`src/rtl/fpga_ss_bootloader_pkg.sv`:
```
// Shared types for the FTDI-to-slave-serial bitstream loader.
package fpga_ss_bootloader_pkg;

  localparam int DATA_W_DEF = 16;

  typedef enum logic [2:0] {
    IDLE,
    READ,
    SHIFT_LO,
    SHIFT_HI,
    DONE
  } state_e;

endpackage

```
`src/rtl/fpga_ss_bootloader_ss_shifter.sv`:
```
// Parallel-load serializer with bit counter; dout_o is the registered DIN pin.
// last_o flags that the bit currently on dout_o is the final bit of the word.
module fpga_ss_bootloader_ss_shifter #(
  parameter int DATA_W    = 16,
  parameter bit MSB_FIRST = 1'b1
) (
  input  logic              clk_i,
  input  logic              rst_i,
  input  logic              clr_i,
  input  logic              load_i,
  input  logic [DATA_W-1:0] data_i,
  input  logic              shift_i,
  output logic              dout_o,
  output logic              last_o
);

  localparam int CNT_W = (DATA_W > 1) ? $clog2(DATA_W) : 1;

  logic [DATA_W-1:0] sreg_q, sreg_d;
  logic [CNT_W-1:0]  cnt_q, cnt_d;
  logic              dout_q, dout_d;

  // sreg holds only the bits still to be sent, pre-aligned so the next bit is always at the exit end
  always_comb begin
    sreg_d = sreg_q;
    cnt_d  = cnt_q;
    dout_d = dout_q;
    if (clr_i) begin
      sreg_d = '0;
      cnt_d  = '0;
      dout_d = 1'b0;
    end else if (load_i) begin
      cnt_d = CNT_W'(DATA_W - 1);
      if (MSB_FIRST) begin
        dout_d = data_i[DATA_W-1];
        sreg_d = data_i << 1;
      end else begin
        dout_d = data_i[0];
        sreg_d = data_i >> 1;
      end
    end else if (shift_i) begin
      cnt_d = cnt_q - CNT_W'(1);
      if (MSB_FIRST) begin
        dout_d = sreg_q[DATA_W-1];
        sreg_d = sreg_q << 1;
      end else begin
        dout_d = sreg_q[0];
        sreg_d = sreg_q >> 1;
      end
    end
  end

  always_ff @(posedge clk_i or posedge rst_i) begin
    if (rst_i) begin
      sreg_q <= '0;
      cnt_q  <= '0;
      dout_q <= 1'b0;
    end else begin
      sreg_q <= sreg_d;
      cnt_q  <= cnt_d;
      dout_q <= dout_d;
    end
  end

  assign dout_o = dout_q;
  assign last_o = (cnt_q == '0);

endmodule

```
`src/rtl/fpga_ss_bootloader.sv`:
```
// Pops words from an FTDI sync-245 FIFO and streams them to an FPGA slave-serial port.
// One word in flight at a time; fpga_done parks the loader, ftdi_gpio_1 aborts to IDLE.
module fpga_ss_bootloader
  import fpga_ss_bootloader_pkg::*;
#(
  parameter int DATA_W    = DATA_W_DEF,
  parameter bit MSB_FIRST = 1'b1
) (
  input  logic              ftdi_clk,
  input  logic              rst,
  input  logic              clk,
  input  logic [DATA_W-1:0] ftdi_data,
  input  logic              ftdi_rxf_n,
  output logic              ftdi_rd_n,
  input  logic              ftdi_gpio_0,
  input  logic              ftdi_gpio_1,
  output logic              fpga_bl_clk,
  output logic              fpga_bl_data,
  input  logic              fpga_program_b,
  input  logic              fpga_init_b,
  input  logic              fpga_done,
  output logic              dbg
);

  state_e state_q;
  logic   rd_n_q, bl_clk_q, dbg_q;
  logic   have_data;
  logic   shf_clr, shf_load, shf_shift, shf_last, shf_dout;

  assign have_data = ~ftdi_rxf_n;

  // Shifter controls follow the same priority as the FSM: done, then abort, then normal flow
  assign shf_clr   = ftdi_gpio_1 & ~fpga_done;
  assign shf_load  = (state_q == READ) & have_data & ~fpga_done & ~ftdi_gpio_1;
  assign shf_shift = (state_q == SHIFT_HI) & ~shf_last & ~fpga_done & ~ftdi_gpio_1;

  fpga_ss_bootloader_ss_shifter #(
    .DATA_W    (DATA_W),
    .MSB_FIRST (MSB_FIRST)
  ) u_shifter (
    .clk_i   (ftdi_clk),
    .rst_i   (rst),
    .clr_i   (shf_clr),
    .load_i  (shf_load),
    .data_i  (ftdi_data),
    .shift_i (shf_shift),
    .dout_o  (shf_dout),
    .last_o  (shf_last)
  );

  always_ff @(posedge ftdi_clk or posedge rst) begin
    if (rst) begin
      state_q  <= IDLE;
      rd_n_q   <= 1'b1;
      bl_clk_q <= 1'b0;
      dbg_q    <= 1'b0;
    end else if (fpga_done) begin
      state_q  <= DONE;
      rd_n_q   <= 1'b1;
      bl_clk_q <= 1'b0;
    end else if (ftdi_gpio_1) begin
      state_q  <= IDLE;
      rd_n_q   <= 1'b1;
      bl_clk_q <= 1'b0;
    end else begin
      case (state_q)
        IDLE: begin
          rd_n_q <= ~have_data;
          if (have_data) state_q <= READ;
        end
        READ: begin
          rd_n_q <= 1'b1;
          if (have_data) begin
            dbg_q   <= ~dbg_q;
            state_q <= SHIFT_LO;
          end else begin
            state_q <= IDLE;
          end
        end
        SHIFT_LO: begin
          bl_clk_q <= 1'b1;
          state_q  <= SHIFT_HI;
        end
        SHIFT_HI: begin
          bl_clk_q <= 1'b0;
          if (!shf_last) begin
            state_q <= SHIFT_LO;
          end else if (have_data) begin
            // chain straight into the next pop so a full FIFO streams at 33 cycles/word
            rd_n_q  <= 1'b0;
            state_q <= READ;
          end else begin
            state_q <= IDLE;
          end
        end
        DONE:    state_q <= IDLE;
        default: state_q <= IDLE;
      endcase
    end
  end

  assign ftdi_rd_n    = rd_n_q;
  assign fpga_bl_clk  = bl_clk_q;
  assign fpga_bl_data = shf_dout;
  assign dbg          = dbg_q;

  logic unused_ok;
  assign unused_ok = ^{clk, ftdi_gpio_0, fpga_program_b, fpga_init_b};

endmodule

```
`config.mk`:
```
export PLATFORM = sky130hd
export DESIGN_NAME = fpga_ss_bootloader
export DESIGN_NICKNAME = d
export VERILOG_FILES = /design/src/rtl/fpga_ss_bootloader_pkg.sv /design/src/rtl/fpga_ss_bootloader_ss_shifter.sv /design/src/rtl/fpga_ss_bootloader.sv
export SDC_FILE = /design/constraint.sdc
export NUM_CORES = 1
export LEC_CHECK = 0
export CORE_MARGIN = 5
export CORE_UTILIZATION = 28
export CTS_BUF_LIST = sky130_fd_sc_hd__clkbuf_4
export CTS_CLUSTER_SIZE = 12
export DETAILED_ROUTE_END_ITERATION = 8
export HOLD_SLACK_MARGIN = 0.05
export MAX_ROUTING_LAYER = met4
export PLACE_DENSITY = 0.46
export SLEW_MARGIN = 30
export SYNTH_ARGS = -nofsm -noshare
export SYNTH_HDL_FRONTEND = slang
export SYNTH_SLANG_ARGS = --single-unit
```
`constraint.sdc`:
```
create_clock -name ftdi_clk -period 2.2 [get_ports ftdi_clk]
set_clock_uncertainty 0.2 [all_clocks]
set_input_delay 0.22 -clock ftdi_clk [delete_from_list [all_inputs] [get_ports ftdi_clk]]
set_output_delay 0.22 -clock ftdi_clk [all_outputs]
set_load 0.01 [all_outputs]
```
==> summary.md, run 1 <==
| Metric | Value |
|---|---|
| Antenna Nets Post-Route | 0 |
| Die width | 78.92 µm |
| Unrepaired setup endpoints after global routing | false |
| Mapped cell area | 1330 µm² |
| First-pass GRT wire length | 4947 µm |
| Yosys reg bits | 26 |
| Slew Viols, Final | 0 |
| Synthesized instance count | 117 |
| Number of global-route vias before repair | 1,036 |
| Count of different cell masters after synthesis | 38 |
| Die Span Y | 78.92 µm |
| Setup crit end kind | register |
| Initial antenna violation count | 0 |
| Share of post-route cells with drive strength above 1 | 0.1409 |
| CTS buffer count | 3 |
| CTS tree | yes |
| Rel. slew slack | 0.7222 |
| Final-layout fill cell count | 460 |
| Largest net degree at the start of global routing | 27 |
| Sink Count | 26 |
| Minimum clock period | 2.012 ns |
| P_leak | 0.8758 nW |
| Clock transition at path regs | 0.14 ns |
| Run status | completed |
| Avg Inst Size Synth | 11.37 µm² |
| WL/cell | 14.41 µm |
| Final period utilization | 0.9148 |
| GR Overflow Total | 0 |
| DRT iter0 DRCs | 54 |
| H-tree depth | 1 |
| Final GP Congestion | 0.7122 |
| Bufs on Longest Clock Path | 2 |
| Critical path, cell by cell | inv_1, ha_1, and4bb_2, nor3_1, o21bai_2, buf_12, a22o_1 |
| FP Rows | 25 |
| Post-route setup slack | 0.1875 ns |
| CP Class | register to register |
| DR pass1 iterations | 4 |
| Starting density of the core | 0.2854 |
| Via count | 1,023 |
| Hpwl dp | 2061 µm |
| Core Area | 4661 µm² |
| Placed cells | 198 |
| Post-synth EDFFs | 0 |
| Pre-CTS setup slack | 0.08728 ns |
| Gr usage total | 0.1030 |
| VDD IR-drop max | 0.1675 mV |
| CP max stage delay | 0.38 ns |
| Maximum net fanout on the critical path | 16 |
| Drt total wl | 2926 µm |
| # IOs | 29 |
| Setup TNS | 0 ns |
| Worst Hold Class | register to register |
| # nets final | 177 |
| Synth-to-Final Area Change | 27.85% |
| CP top delay family | simple AND/OR/NAND/NOR gates |
| Asr flop ratio synth | 1.000 |
| Die area | 6228 µm² |
| Critical path buffers and inverters | 2 |
| Critical Path AT | 2.04 ns |
| Syn Nets | 144 |
| Root buf cell | clkbuf_4 |
| Final std cells w/o fill | 203 |
| Fmax | 496.9 MHz |
| Input/output buffers | 24 |
| Final total power | 0.8323 mW |
| Max-cap check violation count | 0 |
| Sequential-to-total area share from yosys stat | 0.4901 |
| CP Launch Type | register |
| Setup Buffers After CTS | 0 |
| Endpoints failing hold | 0 |
| Primary FF master, synth | dfrtp_1 |
| Critical Path RT | 2.23 ns |
| Antenna diode count | 0 |
| DRC violation count after routing | 0 |
| Pwr Density | 489.5 nW/µm² |
| Post-DR vias/cell | 5.039 |
| Slowest-stage cell, CP | dfrtp_1 |
| Final setup fails | 0 |
| Clk Latency, worst-skew pair | 0.32 ns |
| Syn. warnings | 0 |
| Slew @ Worst Pin | 0.4135 ns |
-- cell families (layout without fill, tap and decap cells) --
kind of cell,after synthesis,after routing,synth area share
AOI/OAI and AO/OA,48,48,0.2803
DFF,26,26,0.4901
xor gates and xnor gates,1,1,0.006586
and+or+nand+nor,27,27,0.1355
buffers and inverters,13,45,0.06866
adders and majority gates,2,2,0.01881
-- sequential cells by signal, summed over array words and instances, names as in the netlist --
name              count
ftdi_rd_n             1
dbg                   1
u_shifter.sreg_q     15
state_q               3
fpga_bl_clk           1
u_shifter.cnt_q       4
u_shifter.dout_o      1
-- per-layer routing --
metal / vias up / part of all wire / track usage
li1: 499 / - / -
met1: 505 / 0.48 / 0.1408
met2: 17 / 0.48 / 0.1562
met3: 2 / 0.034 / 0.01587
met4: 0 / 0.0068 / 0.03608
met5: - / 0 / -
-- synth_stat cells (2+ instances only) --
master	number	share of area
a21o_1	14	0.079
nor3_1	6	0.023
a22oi_1	2	0.011
dfrtp_1	25	0.47
inv_1	5	0.014
buf_6	3	0.025
nand2b_1	4	0.019
nor2_1	6	0.017
a22o_1	16	0.11
ha_1	2	0.019
buf_4	2	0.011
a31oi_1	2	0.0094
a21oi_1	5	0.019
-- worst paths after layout --
check                      cells past startpoint  slack, ns              endpoint          startpoint
max                                            7       0.19   u_shifter.sreg_q[1]  u_shifter.cnt_q[1]
min                                            1       0.29                   dbg                 dbg
max reg2reg                                    7       0.19   u_shifter.sreg_q[1]  u_shifter.cnt_q[1]
min reg2reg                                    1       0.29                   dbg                 dbg
max in group asynchronous                      4       0.90             ftdi_rd_n                 rst
min in group asynchronous                      4       0.59  u_shifter.sreg_q[10]                 rst
-- timing repair --
action | 4_1_cts | 5_1_grt
endpoints found under the hold margin | 25 | 0
hold buffers | 1 | 0
gates resized for setup | 0 | 0
endpoints found under the setup margin | 0 | 0
-- final cells by class --
type,count,area (µm²),area share
clock buffer,4,30.03,0.01766
tap,54,67.56,0.03974
inverter,5,18.77,0.01104
sequential,26,651.9,0.3834
multi-input combinational,78,586.8,0.3451
timing repair buffer,36,345.3,0.2031
-- stage by stage --
step,hold slack (ns),utilization,area (µm²)
2_1_floorplan,0.05928,-,1330
3_3_place_gp,0.2585,0.3562,1660
5_1_grt,0.2876,0.3648,1700
4_1_cts,0.2706,0.3648,1700
6_report,0.2892,0.3648,1700
3_5_place_dp,0.2662,0.3562,1660
-- placed cells by master, fill, tap and decap left out, drive strengths merged --
master         instances
nor3                   6
or2                    1
dfrtp                 25
inv                    5
o2bb2ai                1
clkbuf                 4
nor2                   7
dfstp                  1
clkdlybuf4s50         24
buf                   11
a21oi                  5
a211oi                 1
nor4                   1
a31oi                  2
ha                     2
nor3b                  1
or3                    1
or4b                   1
o32ai                  1
and4bb                 1
nand2b                 4
o22a                   1
a41oi                  1
a22oi                  2
nor2b                  1
o21ai                  1
xor2                   1
o21bai                 2
a2bb2oi                1
nand3                  1
a21o                  14
and3b                  1
nand2                  1
dlygate4sd3            1
a22o                  16
-- where the power goes --
part	switching, mW	internal [mW]
Combinational	0.0445	0.0660
Clock	0.143	0.0832
Sequential	0.00821	0.487
(Power assumes the default switching activity.)
==> run 2, diff against run 1 <==
- REMOVE_ABC_BUFFERS: not set -> 1
==> summary.md, run 2 (synthesis gave the netlist of run 1 again) <==
| Metric | Value |
|---|---|
| Run status | completed (unchanged) |
| Critical path, cell by cell | inv_1, ha_1, and4bb_2, nor3_1, o21bai_2, buf_12, a22o_1 (unchanged) |
| R2R Setup Slk | 0.16 ns (was 0.19 ns) |
| Root buf cell | clkbuf_4 (unchanged) |
| Worst Hold Class | register to register (unchanged) |
| Worst flop-to-flop path endpoint | u_shifter.sreg_q[1] (unchanged) |
| Die width | 78.92 µm (unchanged) |
| CP Launch Type | register (unchanged) |
| Rel. slew slack | 0.6791 (was 0.7222) |
| Clock transition at path regs | 0.14 ns (about the same) |
| H-tree depth | 1 (unchanged) |
| Most frequent cells in the layout | dfrtp_1 (25), clkdlybuf4s50_1 (24), a22o_1 (16), a21o_1 (14), buf_4 (9) (was dfrtp_1 (25), clkdlybuf4s50_1 (24), a22o_1 (16), a21o_1 (14), buf_4 (10)) |
| Min Hold Slack | 0.2777 ns (was 0.2892 ns) |
| Max-cap check violation count | 0 (unchanged) |
| Die Span Y | 78.92 µm (unchanged) |
| Synth-to-Final Area Change | 27.28% (was 27.85%) |
| Endpoints failing hold | 0 (unchanged) |
| Slew Viols, Final | 0 (unchanged) |
| Fmax | 489.9 MHz (was 496.9 MHz) |
| Critical Path AT | 2.07 ns (was 2.04 ns) |
| CTS tree | yes (unchanged) |
| FP Rows | 25 (unchanged) |
| Share of post-route cells with drive strength above 1 | 0.1351 (was 0.1409) |
| R2R cell count | 7 (unchanged) |
| Largest register FFs | 15 (unchanged) |
| Antenna Nets Post-Route | 0 (unchanged) |
| DR pass1 iterations | 4 (unchanged) |
| Maximum net fanout on the critical path | 16 (unchanged) |
| Reg with most FFs | u_shifter.sreg_q (unchanged) |
| Post-CTS resize count | 0 (unchanged) |
| Post-route setup slack | 0.1588 ns (was 0.1875 ns) |
| Final std cells w/o fill | 202 (was 203) |
| CP max stage delay | 0.38 ns (about the same) |
| Initial antenna violation count | 0 (unchanged) |
| CP top delay family | simple AND/OR/NAND/NOR gates (unchanged) |
| VDD IR-drop max | 0.1636 mV (was 0.1675 mV) |
| Pwr Density | 490.0 nW/µm² (was 489.5 nW/µm²) |
| Most common cell after layout, fill and taps aside | dfrtp_1 (unchanged) |
| Final period utilization | 0.9278 (was 0.9148) |
| Drt total wl | 2857 µm (was 2926 µm) |
| # IOs | 29 (unchanged) |
| Via count | 1,020 (was 1,023) |
| Critical path buffers and inverters | 2 (unchanged) |
| # nets final | 176 (was 177) |
| Final total power | 0.8295 mW (was 0.8323 mW) |
| P_leak | 0.8710 nW (was 0.8758 nW) |
| Clk Latency, worst-skew pair | 0.32 ns (about the same) |
| Regs by FF count | u_shifter.sreg_q: 15 flops, u_shifter.cnt_q: 4 flops, state_q: 3 flops (unchanged) |
| WL/cell | 14.14 µm (was 14.41 µm) |
| Setup TNS | 0 ns (unchanged) |
| Setup crit end kind | register (unchanged) |
| Core Area | 4661 µm² (unchanged) |
| Slew @ Worst Pin | 0.4776 ns (was 0.4135 ns) |
| CP Class | register to register (unchanged) |
| Unrepaired setup endpoints after global routing | false (unchanged) |
| Hold path startpoint | dbg (unchanged) |
| Hpwl dp | 2056 µm (was 2061 µm) |
| Bufs on Longest Clock Path | 2 (unchanged) |
| DRT iter0 DRCs | 87 (was 54) |
| Antenna diode count | 0 (unchanged) |
| First-pass GRT wire length | 5181 µm (was 4947 µm) |
| R2R Path Start | u_shifter.cnt_q[1] (unchanged) |
| Final setup fails | 0 (unchanged) |
| Hold endpoint | dbg (unchanged) |
| Gr usage total | 0.1056 (was 0.1030) |
| CTS buffer count | 3 (unchanged) |
| Critical Path RT | 2.23 ns (about the same) |
| GR Overflow Total | 0 (unchanged) |
| Slowest-stage cell, CP | dfrtp_1 (unchanged) |
| DRC violation count after routing | 0 (unchanged) |
| Input/output buffers | 24 (unchanged) |
| Number of global-route vias before repair | 1,101 (was 1,036) |
| Starting density of the core | 0.2854 (unchanged) |
| Largest net degree at the start of global routing | 27 (unchanged) |
| Post-DR vias/cell | 5.050 (was 5.039) |
| Crit path from | u_shifter.cnt_q[1] (unchanged) |
| Die area | 6228 µm² (unchanged) |
| Pre-CTS setup slack | 0.08806 ns (was 0.08728 ns) |
| Sink Count | 26 (unchanged) |
| Final GP Congestion | 0.7082 (was 0.7122) |
| Placed cells | 197 (was 198) |
| Worst Hold Path Cells | 1 (unchanged) |
| Minimum clock period | 2.041 ns (was 2.012 ns) |
==> run 2: changes by cell type in the layout (fill, tap and decap cells not counted) <==
cell and change:
buf_4 -1
==> run 2: worst register-to-register path, delay by kind of cell (launching register included) <==
| kind | cells | cell delay, ns |
|---|---|---|
| AOI/OAI and AO/OA | 2 | 0.34 |
| adders and majority gates | 1 | 0.21 |
| buffers and inverters | 2 | 0.24 |
| DFF | 1 | 0.38 |
| and+or+nand+nor | 2 | 0.58 |
==> run 2: per-layer routing <==
layer  vias to the layer above  track usage  share of wire
met5                         -            -              0
met4                         0      0.03608         0.0060
met3                         2      0.01474          0.033
met2                        22       0.1553           0.44
met1                       499       0.1499           0.52
li1                        497            -              -
==> run 2: timing repair <==
action | in CTS | in global routing
endpoints found under the hold margin | 25 | 0
hold buffers | 1 | 0
buffers inserted | 0 | 0
setup endpoints to repair | 0 | 0
==> run 2: metrics by stage <==
stage	util	instance area, µm²
floorplan	-	1257
global placement	0.3546	1653
detailed placement	0.3546	1653
CTS	0.3632	1693
global route	0.3632	1693
finish	0.3632	1693
==> run 2: cell type report <==
cell class / count / area [µm²]
Timing Repair Buffer: 35 / 337.8
Inverter: 5 / 18.77
Fill cell: 466 / 2968
Sequential cell: 26 / 651.9
Multi-Input combinational cell: 78 / 586.8
Clock buffer: 4 / 30.03
Tap cell: 54 / 67.56
==> run 2: where the power goes <==
group          switching [mW]  internal [mW]
logic                  0.0443         0.0649
clock network           0.142         0.0832
registers             0.00794          0.487
==> run 2: worst max path at each step <==
stage	slack, ns	cells past startpoint	to
after CTS	0.15	7	u_shifter.sreg_q[1]
after detailed placement	0.09	5	u_shifter.sreg_q[12]
after global routing	0.09	7	u_shifter.sreg_q[1]
final	0.16	7	u_shifter.sreg_q[1]
after global placement	0.10	5	u_shifter.sreg_q[6]
after floorplan	0.15	6	u_shifter.dout_o
==> run 3, diff against run 2 <==
- REMOVE_ABC_BUFFERS: 1 -> not set
==> results of run 3 <==
Final layout, timing and power as in run 1 (identical DEF).
